**src/rtl/shift_reg_frame_sequencer_pkg.sv**
```systemverilog
// Shared definitions for the shift-register frame sequencer.
//   - Default word/register width.
//   - 3-bit state encoding and the FSM state type.
//   - Helper for sizing small counters that must be at least one bit wide.
package shift_reg_frame_sequencer_pkg;

  localparam int DEFAULT_DATA_W = 8;

  localparam logic [2:0] ST_IDLE  = 3'd0;
  localparam logic [2:0] ST_LOAD  = 3'd1;
  localparam logic [2:0] ST_SHIFT = 3'd2;
  localparam logic [2:0] ST_DONE  = 3'd3;
  localparam logic [2:0] ST_GAP   = 3'd4;

  typedef enum logic [2:0] {
    IDLE  = ST_IDLE,
    LOAD  = ST_LOAD,
    SHIFT = ST_SHIFT,
    DONE  = ST_DONE,
    GAP   = ST_GAP
  } state_t;

  // Width needed to count 0..n-1, never less than one bit.
  function automatic int cnt_w(input int n);
    return (n > 1) ? $clog2(n) : 1;
  endfunction

endpackage

```
**src/rtl/shift_reg_frame_sequencer_if.sv**
```systemverilog
// Word input handshake of the frame sequencer.
//   in_valid      producer has a word
//   in_data       word to serialize (DATA_W bits)
//   in_lsb_first  1: send bit0 first, 0: send MSB first
//   in_ready      sequencer can take a word this cycle
// Modports: master = word producer, slave = sequencer.
interface shift_reg_frame_sequencer_if
  import shift_reg_frame_sequencer_pkg::*;
#(
  parameter int DATA_W = DEFAULT_DATA_W
);

  logic              in_valid;
  logic [DATA_W-1:0] in_data;
  logic              in_lsb_first;
  logic              in_ready;

  modport master (
    output in_valid,
    output in_data,
    output in_lsb_first,
    input  in_ready
  );

  modport slave (
    input  in_valid,
    input  in_data,
    input  in_lsb_first,
    output in_ready
  );

endinterface

```
**src/rtl/shift_reg_frame_sequencer.sv**
```systemverilog
// Sequences an external load/shift register so that whole words leave it
// serially. Each accepted word is loaded for one cycle, then exactly DATA_W
// shift cycles follow with one serial bit per cycle, then a one-cycle
// frame_done pulse and an optional idle gap before the next word.
// The register has no hold mode, so all load timing is owned here.
// Ports:
//   clk, reset_n   clock (rising edge), asynchronous active-low reset
//   in_if          word handshake (slave side)
//   abort          synchronous frame cancel, highest priority
//   reg_load_n     register load enable, active-low
//   reg_dir        register direction: 0 shift left, 1 shift right
//   reg_d          register parallel input
//   reg_q          register parallel output
//   ser_valid      ser_bit carries a frame bit this cycle
//   ser_bit        current serial bit
//   busy           sequencer not idle
//   frame_done     one-cycle pulse after the last bit
//   frame_cnt      completed (non-aborted) frames, wraps
module shift_reg_frame_sequencer
  import shift_reg_frame_sequencer_pkg::*;
#(
  parameter int DATA_W     = DEFAULT_DATA_W,
  parameter int GAP_CYCLES = 0,
  parameter int FCNT_W     = 16
) (
  input  logic                       clk,
  input  logic                       reset_n,
  shift_reg_frame_sequencer_if.slave in_if,
  input  logic                       abort,
  output logic                       reg_load_n,
  output logic                       reg_dir,
  output logic [DATA_W-1:0]          reg_d,
  input  logic [DATA_W-1:0]          reg_q,
  output logic                       ser_valid,
  output logic                       ser_bit,
  output logic                       busy,
  output logic                       frame_done,
  output logic [FCNT_W-1:0]          frame_cnt
);

  localparam int BCNT_W = $clog2(DATA_W);
  localparam int GCNT_W = cnt_w(GAP_CYCLES + 1);

  localparam logic [BCNT_W-1:0] BIT_LAST = BCNT_W'(DATA_W - 1);
  localparam logic [GCNT_W-1:0] GAP_LAST = GCNT_W'((GAP_CYCLES > 0) ? GAP_CYCLES - 1 : 0);

  state_t              state;
  logic [BCNT_W-1:0]   bit_cnt;
  logic [GCNT_W-1:0]   gap_cnt;
  logic                in_shift;
  logic                unused_reg_q;

  // Only the two end bits of the register are ever observed.
  assign unused_reg_q = ^reg_q;

  assign in_shift  = (state == SHIFT);
  assign busy      = (state != IDLE);
  assign ser_valid = in_shift;
  assign ser_bit   = in_shift & (reg_dir ? reg_q[0] : reg_q[DATA_W-1]);

  // Held high during reset so the producer sees a ready sink; the flops are
  // held in reset, so nothing is actually taken.
  assign in_if.in_ready = !reset_n || ((state == IDLE) && !abort);

  always_ff @(posedge clk or negedge reset_n) begin
    if (!reset_n) begin
      state      <= IDLE;
      reg_load_n <= 1'b1;
      reg_dir    <= 1'b0;
      reg_d      <= '0;
      frame_done <= 1'b0;
      frame_cnt  <= '0;
      bit_cnt    <= '0;
      gap_cnt    <= '0;
    end else begin
      // Load strobe and done pulse are single-cycle; re-asserted only on
      // the transition that enters LOAD or DONE.
      reg_load_n <= 1'b1;
      frame_done <= 1'b0;
      if (abort) begin
        state <= IDLE;
      end else begin
        case (state)
          IDLE: begin
            if (in_if.in_valid) begin
              reg_d      <= in_if.in_data;
              reg_dir    <= in_if.in_lsb_first;
              reg_load_n <= 1'b0;
              state      <= LOAD;
            end
          end
          LOAD: begin
            bit_cnt <= '0;
            state   <= SHIFT;
          end
          SHIFT: begin
            if (bit_cnt == BIT_LAST) begin
              // Count moves together with the pulse, so an abort during
              // DONE cannot take the frame back.
              frame_done <= 1'b1;
              frame_cnt  <= frame_cnt + FCNT_W'(1);
              state      <= DONE;
            end else begin
              bit_cnt <= bit_cnt + BCNT_W'(1);
            end
          end
          DONE: begin
            gap_cnt <= '0;
            state   <= (GAP_CYCLES > 0) ? GAP : IDLE;
          end
          GAP: begin
            if (gap_cnt == GAP_LAST) begin
              state <= IDLE;
            end else begin
              gap_cnt <= gap_cnt + GCNT_W'(1);
            end
          end
          default: state <= IDLE;
        endcase
      end
    end
  end

endmodule
```
**src/flat_wrapper.sv**
```systemverilog
// flat-port wrapper written by rule: the top's interface ports become plain ports
module shift_reg_frame_sequencer_flat import shift_reg_frame_sequencer_pkg::*;
#(
  parameter int DATA_W     = DEFAULT_DATA_W,
  parameter int GAP_CYCLES = 0,
  parameter int FCNT_W     = 16
)
  (clk, reset_n, abort, reg_load_n, reg_dir, reg_d, reg_q, ser_valid, ser_bit, busy, frame_done, frame_cnt, in_if_in_valid, in_if_in_data, in_if_in_lsb_first, in_if_in_ready);
  shift_reg_frame_sequencer_if #(.DATA_W(DATA_W)) in_if_i ();
  input  logic clk;
  input  logic reset_n;
  input  logic abort;
  output logic reg_load_n;
  output logic reg_dir;
  output logic [DATA_W-1:0] reg_d;
  input  logic [DATA_W-1:0] reg_q;
  output logic ser_valid;
  output logic ser_bit;
  output logic busy;
  output logic frame_done;
  output logic [FCNT_W-1:0] frame_cnt;
  input wire logic [$bits(in_if_i.in_valid)-1:0] in_if_in_valid;
  input wire logic [$bits(in_if_i.in_data)-1:0] in_if_in_data;
  input wire logic [$bits(in_if_i.in_lsb_first)-1:0] in_if_in_lsb_first;
  output wire logic [$bits(in_if_i.in_ready)-1:0] in_if_in_ready;
  assign in_if_i.in_valid = in_if_in_valid;
  assign in_if_i.in_data = in_if_in_data;
  assign in_if_i.in_lsb_first = in_if_in_lsb_first;
  assign in_if_in_ready = in_if_i.in_ready;
  shift_reg_frame_sequencer #(.DATA_W(DATA_W), .GAP_CYCLES(GAP_CYCLES), .FCNT_W(FCNT_W)) u_core (.clk(clk), .reset_n(reset_n), .in_if(in_if_i), .abort(abort), .reg_load_n(reg_load_n), .reg_dir(reg_dir), .reg_d(reg_d), .reg_q(reg_q), .ser_valid(ser_valid), .ser_bit(ser_bit), .busy(busy), .frame_done(frame_done), .frame_cnt(frame_cnt));
endmodule
```
**config.mk**
```make
export PLATFORM = sky130hd
export DESIGN_NAME = shift_reg_frame_sequencer_flat
export DESIGN_NICKNAME = d
export VERILOG_FILES = /design/src/rtl/shift_reg_frame_sequencer_pkg.sv /design/src/rtl/shift_reg_frame_sequencer_if.sv /design/src/rtl/shift_reg_frame_sequencer.sv /design/src/flat_wrapper.sv
export SDC_FILE = /design/constraint.sdc
export NUM_CORES = 1
export LEC_CHECK = 0
export CAP_MARGIN = 20
export CORE_MARGIN = 2
export CORE_UTILIZATION = 44
export CTS_BUF_LIST = sky130_fd_sc_hd__clkbuf_4 sky130_fd_sc_hd__clkbuf_8 sky130_fd_sc_hd__clkbuf_16
export CTS_CLUSTER_DIAMETER = 150
export DETAILED_ROUTE_END_ITERATION = 10
export GPL_ROUTABILITY_DRIVEN = 0
export PLACE_DENSITY = 0.79
export SLEW_MARGIN = 10
export SYNTH_ARGS = -nofsm -noshare
export SYNTH_HDL_FRONTEND = slang
export SYNTH_SLANG_ARGS = --single-unit
```
**constraint.sdc**
```tcl
create_clock -name clk -period 1.8 [get_ports clk]
set_input_delay 0.36 -clock clk [delete_from_list [all_inputs] [get_ports clk]]
set_output_delay 0.36 -clock clk [all_outputs]
set_load 0.01 [all_outputs]
```
==> impl_metrics.env, run 1 <==
export IMPL_status="completed"
export IMPL_p_sw_mw=0.663
export IMPL_reg2reg_from="u_core.bit_cnt[1]"
export IMPL_layout_worst_path_cycle_share=0.966
export IMPL_worst_slack_ps=61.5
export IMPL_power_leakage_nw=0.978
export IMPL_postRouteAntennaNets=0
export IMPL_drc=0
export IMPL_final_cell_mix="41 x clkdlybuf4s50_1, 28 x dfrtp_1, 13 x nand2_1"
export IMPL_cp_slowest_cell="dfstp_2"
export IMPL_grt_max_degree=33
export IMPL_drv_cap=0
export IMPL_skew_ps=19.1
export IMPL_path_cells="clkdlybuf4s50_1"
export IMPL_syn_inst=116
export IMPL_hold_viol=0
export IMPL_cp_slowest_stage_delay_ps=530
export IMPL_synth_async_reset_ratio=1.00
export IMPL_numClockSinks=32
export IMPL_worst_slew_pin_slew_ps=406
export IMPL_cp_data_arrival_time_ps=1380
export IMPL_num_io_pins=52
export IMPL_routed_via_count=1094
export IMPL_mostFrequentLayoutCell="clkdlybuf4s50_1"
export IMPL_ys_flop_type="dfrtp_1"
export IMPL_postLayoutCellArea_um2=2080
export IMPL_relSlewSlack=0.730
export IMPL_fin_nets=205
export IMPL_rows=20
export IMPL_post_drt_wl_per_cell_um=13.7
export IMPL_cts_made_buffers=5
export IMPL_hpwl_um=2380
export IMPL_grt_pass1_vias=1130
export IMPL_core_um2=3080
export IMPL_pre_cts_ws_ps=-102
export IMPL_drv_slew=0
export IMPL_r2r_cells=7
export IMPL_overflow=0
export IMPL_ctsLongestPathBuffers=2
export IMPL_drive_above_1_share=0.267
export IMPL_setup_viol=0
export IMPL_p_comb_frac=0.384
export IMPL_yosys_warnings=0
export IMPL_drt_pass1_iter_count=4
export IMPL_h_tree_depth=2
export IMPL_clock_latency_ps=330
export IMPL_p_sw_frac=0.303
export IMPL_hp_class="in -> async"
export IMPL_die_area_um2=3740
export IMPL_io_buffers=45
export IMPL_syn_area_um2=1440
export IMPL_ir_drop_mv=0.639
export IMPL_drtIter0Drc=23
export IMPL_p_clk_frac=0.189
export IMPL_ys_ff_latch=32
export IMPL_syn_nets=142
export IMPL_period_needed_ps=1740
export IMPL_initial_core_util=0.467
export IMPL_area_delta_synth_final_pct=44.5
export IMPL_yosys_area_top_type="dfrtp_1"
export IMPL_place_area_um2=2000
export IMPL_cp_end_kind="primary output"
export IMPL_regArea_um2=806
export IMPL_ys_seq_area_frac=0.558
export IMPL_avgSynthCellArea_um2=12.4
export IMPL_max_clock_freq_ghz=0.575
export IMPL_cts_tree="done"
export IMPL_p_int_mw=1.52
export IMPL_p_per_area_nw_per_um2=1050
export IMPL_synth_distinct_cells=26
export IMPL_die_x_um=61.1
export IMPL_cts_root_buf="clkbuf_4"
export IMPL_cp_startpoint="u_core.reg_load_n"
export IMPL_multi_input_comb_area_um2=617
export IMPL_fill_cells=245
export IMPL_path_depth=1
export IMPL_p_seq_frac=0.427
export IMPL_critPathLaunchType="register"
export IMPL_ys_top_cells_by_area="dfrtp_1 54%, mux2_2 7.1%, xnor2_1 5.5%"
export IMPL_clk_pin_slew_ps=110
export IMPL_die_h_um=61.1
export IMPL_worst_setup_path_type="reg -> out"
export IMPL_netlist_area_leader_share=0.540
export IMPL_path_buf_inv=1
export IMPL_drt_wl_total_um=3070
export IMPL_critical_path_top_delay_family="flip-flops"
export IMPL_antenna_diode_count=0
export IMPL_synth_edf_count=0
export IMPL_holdBufCountCts=0
export IMPL_grt_pass1_wl_um=5020
export IMPL_worst_ep_required_time_ps=1440
export IMPL_viasPerCell=4.88
export IMPL_crit_fanout=1
export IMPL_grt_use_total=0.190
export IMPL_rsz0062_at_grt="false"
export IMPL_antenna_found_initial=0
per-layer routing:
layer | vias to the layer above | share of wire | GRT usage
met5 | - | 0 | 0
met4 | 0 | 0.027 | 0.112
met3 | 9 | 0.032 | 0.0399
met2 | 26 | 0.52 | 0.324
met1 | 533 | 0.42 | 0.220
li1 | 526 | - | -
timing repair:
action                     in CTS  in global routing
setup buffers                   2                  1
setup endpoints to repair       4                 10
resized for setup              11                 10
sequential cells by signal (all words and copies together) (netlist names):
name and count:
u_core.bit_cnt 3, u_core.reg_dir 1, u_core.reg_load_n 1, u_core.state 2, u_core.reg_d 8, u_core.frame_done 1, u_core.frame_cnt 16
power groups by stage:
stage                     Clock, mW  Sequential (mW)  Combinational (mW)
after floorplan                   0             1.00               0.318
after global placement            0            0.944               0.775
after detailed placement          0            0.958               0.813
after CTS                     0.433            0.940               0.832
after global routing          0.463            0.952               0.910
final                         0.413            0.933               0.839
synth_stat cells, types with 2 or more instances:
cell / number
nand2_1: 13
ha_1: 5
nor3_2: 3
mux2_2: 9
a22oi_1: 2
mux2i_1: 2
dfrtp_1: 31
nor3_1: 2
xnor2_1: 9
o21ai_0: 4
xor2_1: 6
nor2_1: 7
inv_1: 4
nand4_1: 6
nand3_1: 2
final cells by class:
type / instances / area share
Clock inverter: 1 / 0.00241
Clock buffer: 7 / 0.0253
Multi-Input combinational cell: 78 / 0.297
Inverter: 5 / 0.00964
Tap cell: 44 / 0.0265
Timing Repair Buffer: 57 / 0.251
Sequential cell: 32 / 0.388
worst paths after layout:
path / end / slack, ps
worst max-delay path: reg_load_n / 60
worst min-delay path: u_core.bit_cnt[0] / 440
worst max register to register: u_core.frame_cnt[10] / 150
worst min register to register: u_core.frame_cnt[15] / 490
max in group asynchronous: u_core.reg_load_n / 1020
min in group clk: u_core.frame_cnt[15] / 490
stage by stage:
stage | power [mW] | utilization | cells | hold WS, ps | TNS [ps]
floorplan | 1.32 | - | 116 | 64.4 | 0
detailed placement | 1.77 | 0.651 | 213 | 467 | -595
global route | 2.33 | 0.674 | 224 | 480 | 0
global placement | 1.72 | 0.651 | 213 | 461 | -306
CTS | 2.21 | 0.675 | 223 | 444 | 0
finish | 2.19 | 0.674 | 224 | 441 | 0
kinds of logic after synthesis:
logic type | after synthesis | share of synthesized area
multiplexers | 11 | 0.0845
AND/OR/NAND/NOR | 38 | 0.166
XOR/XNOR | 15 | 0.0915
AO/OA/AOI/OAI | 9 | 0.0383
flip-flops | 32 | 0.558
adder cells (fa/ha/maj) | 5 | 0.0436
buffers and inverters | 6 | 0.0174
No activity file was read; power rests on OpenSTA's default activity.
==> inputs of run 2 (changes only) <==
--- a/config.mk
+++ b/config.mk
@@ -13,7 +13,6 @@
 export DETAILED_ROUTE_END_ITERATION = 10
 export GPL_ROUTABILITY_DRIVEN = 0
 export PLACE_DENSITY = 0.79
-export SLEW_MARGIN = 10
 export SYNTH_ARGS = -nofsm -noshare
 export SYNTH_HDL_FRONTEND = slang
 export SYNTH_SLANG_ARGS = --single-unit
==> results of run 2 <==
Same layout as run 1: the final DEF is identical, and so are final timing and power.
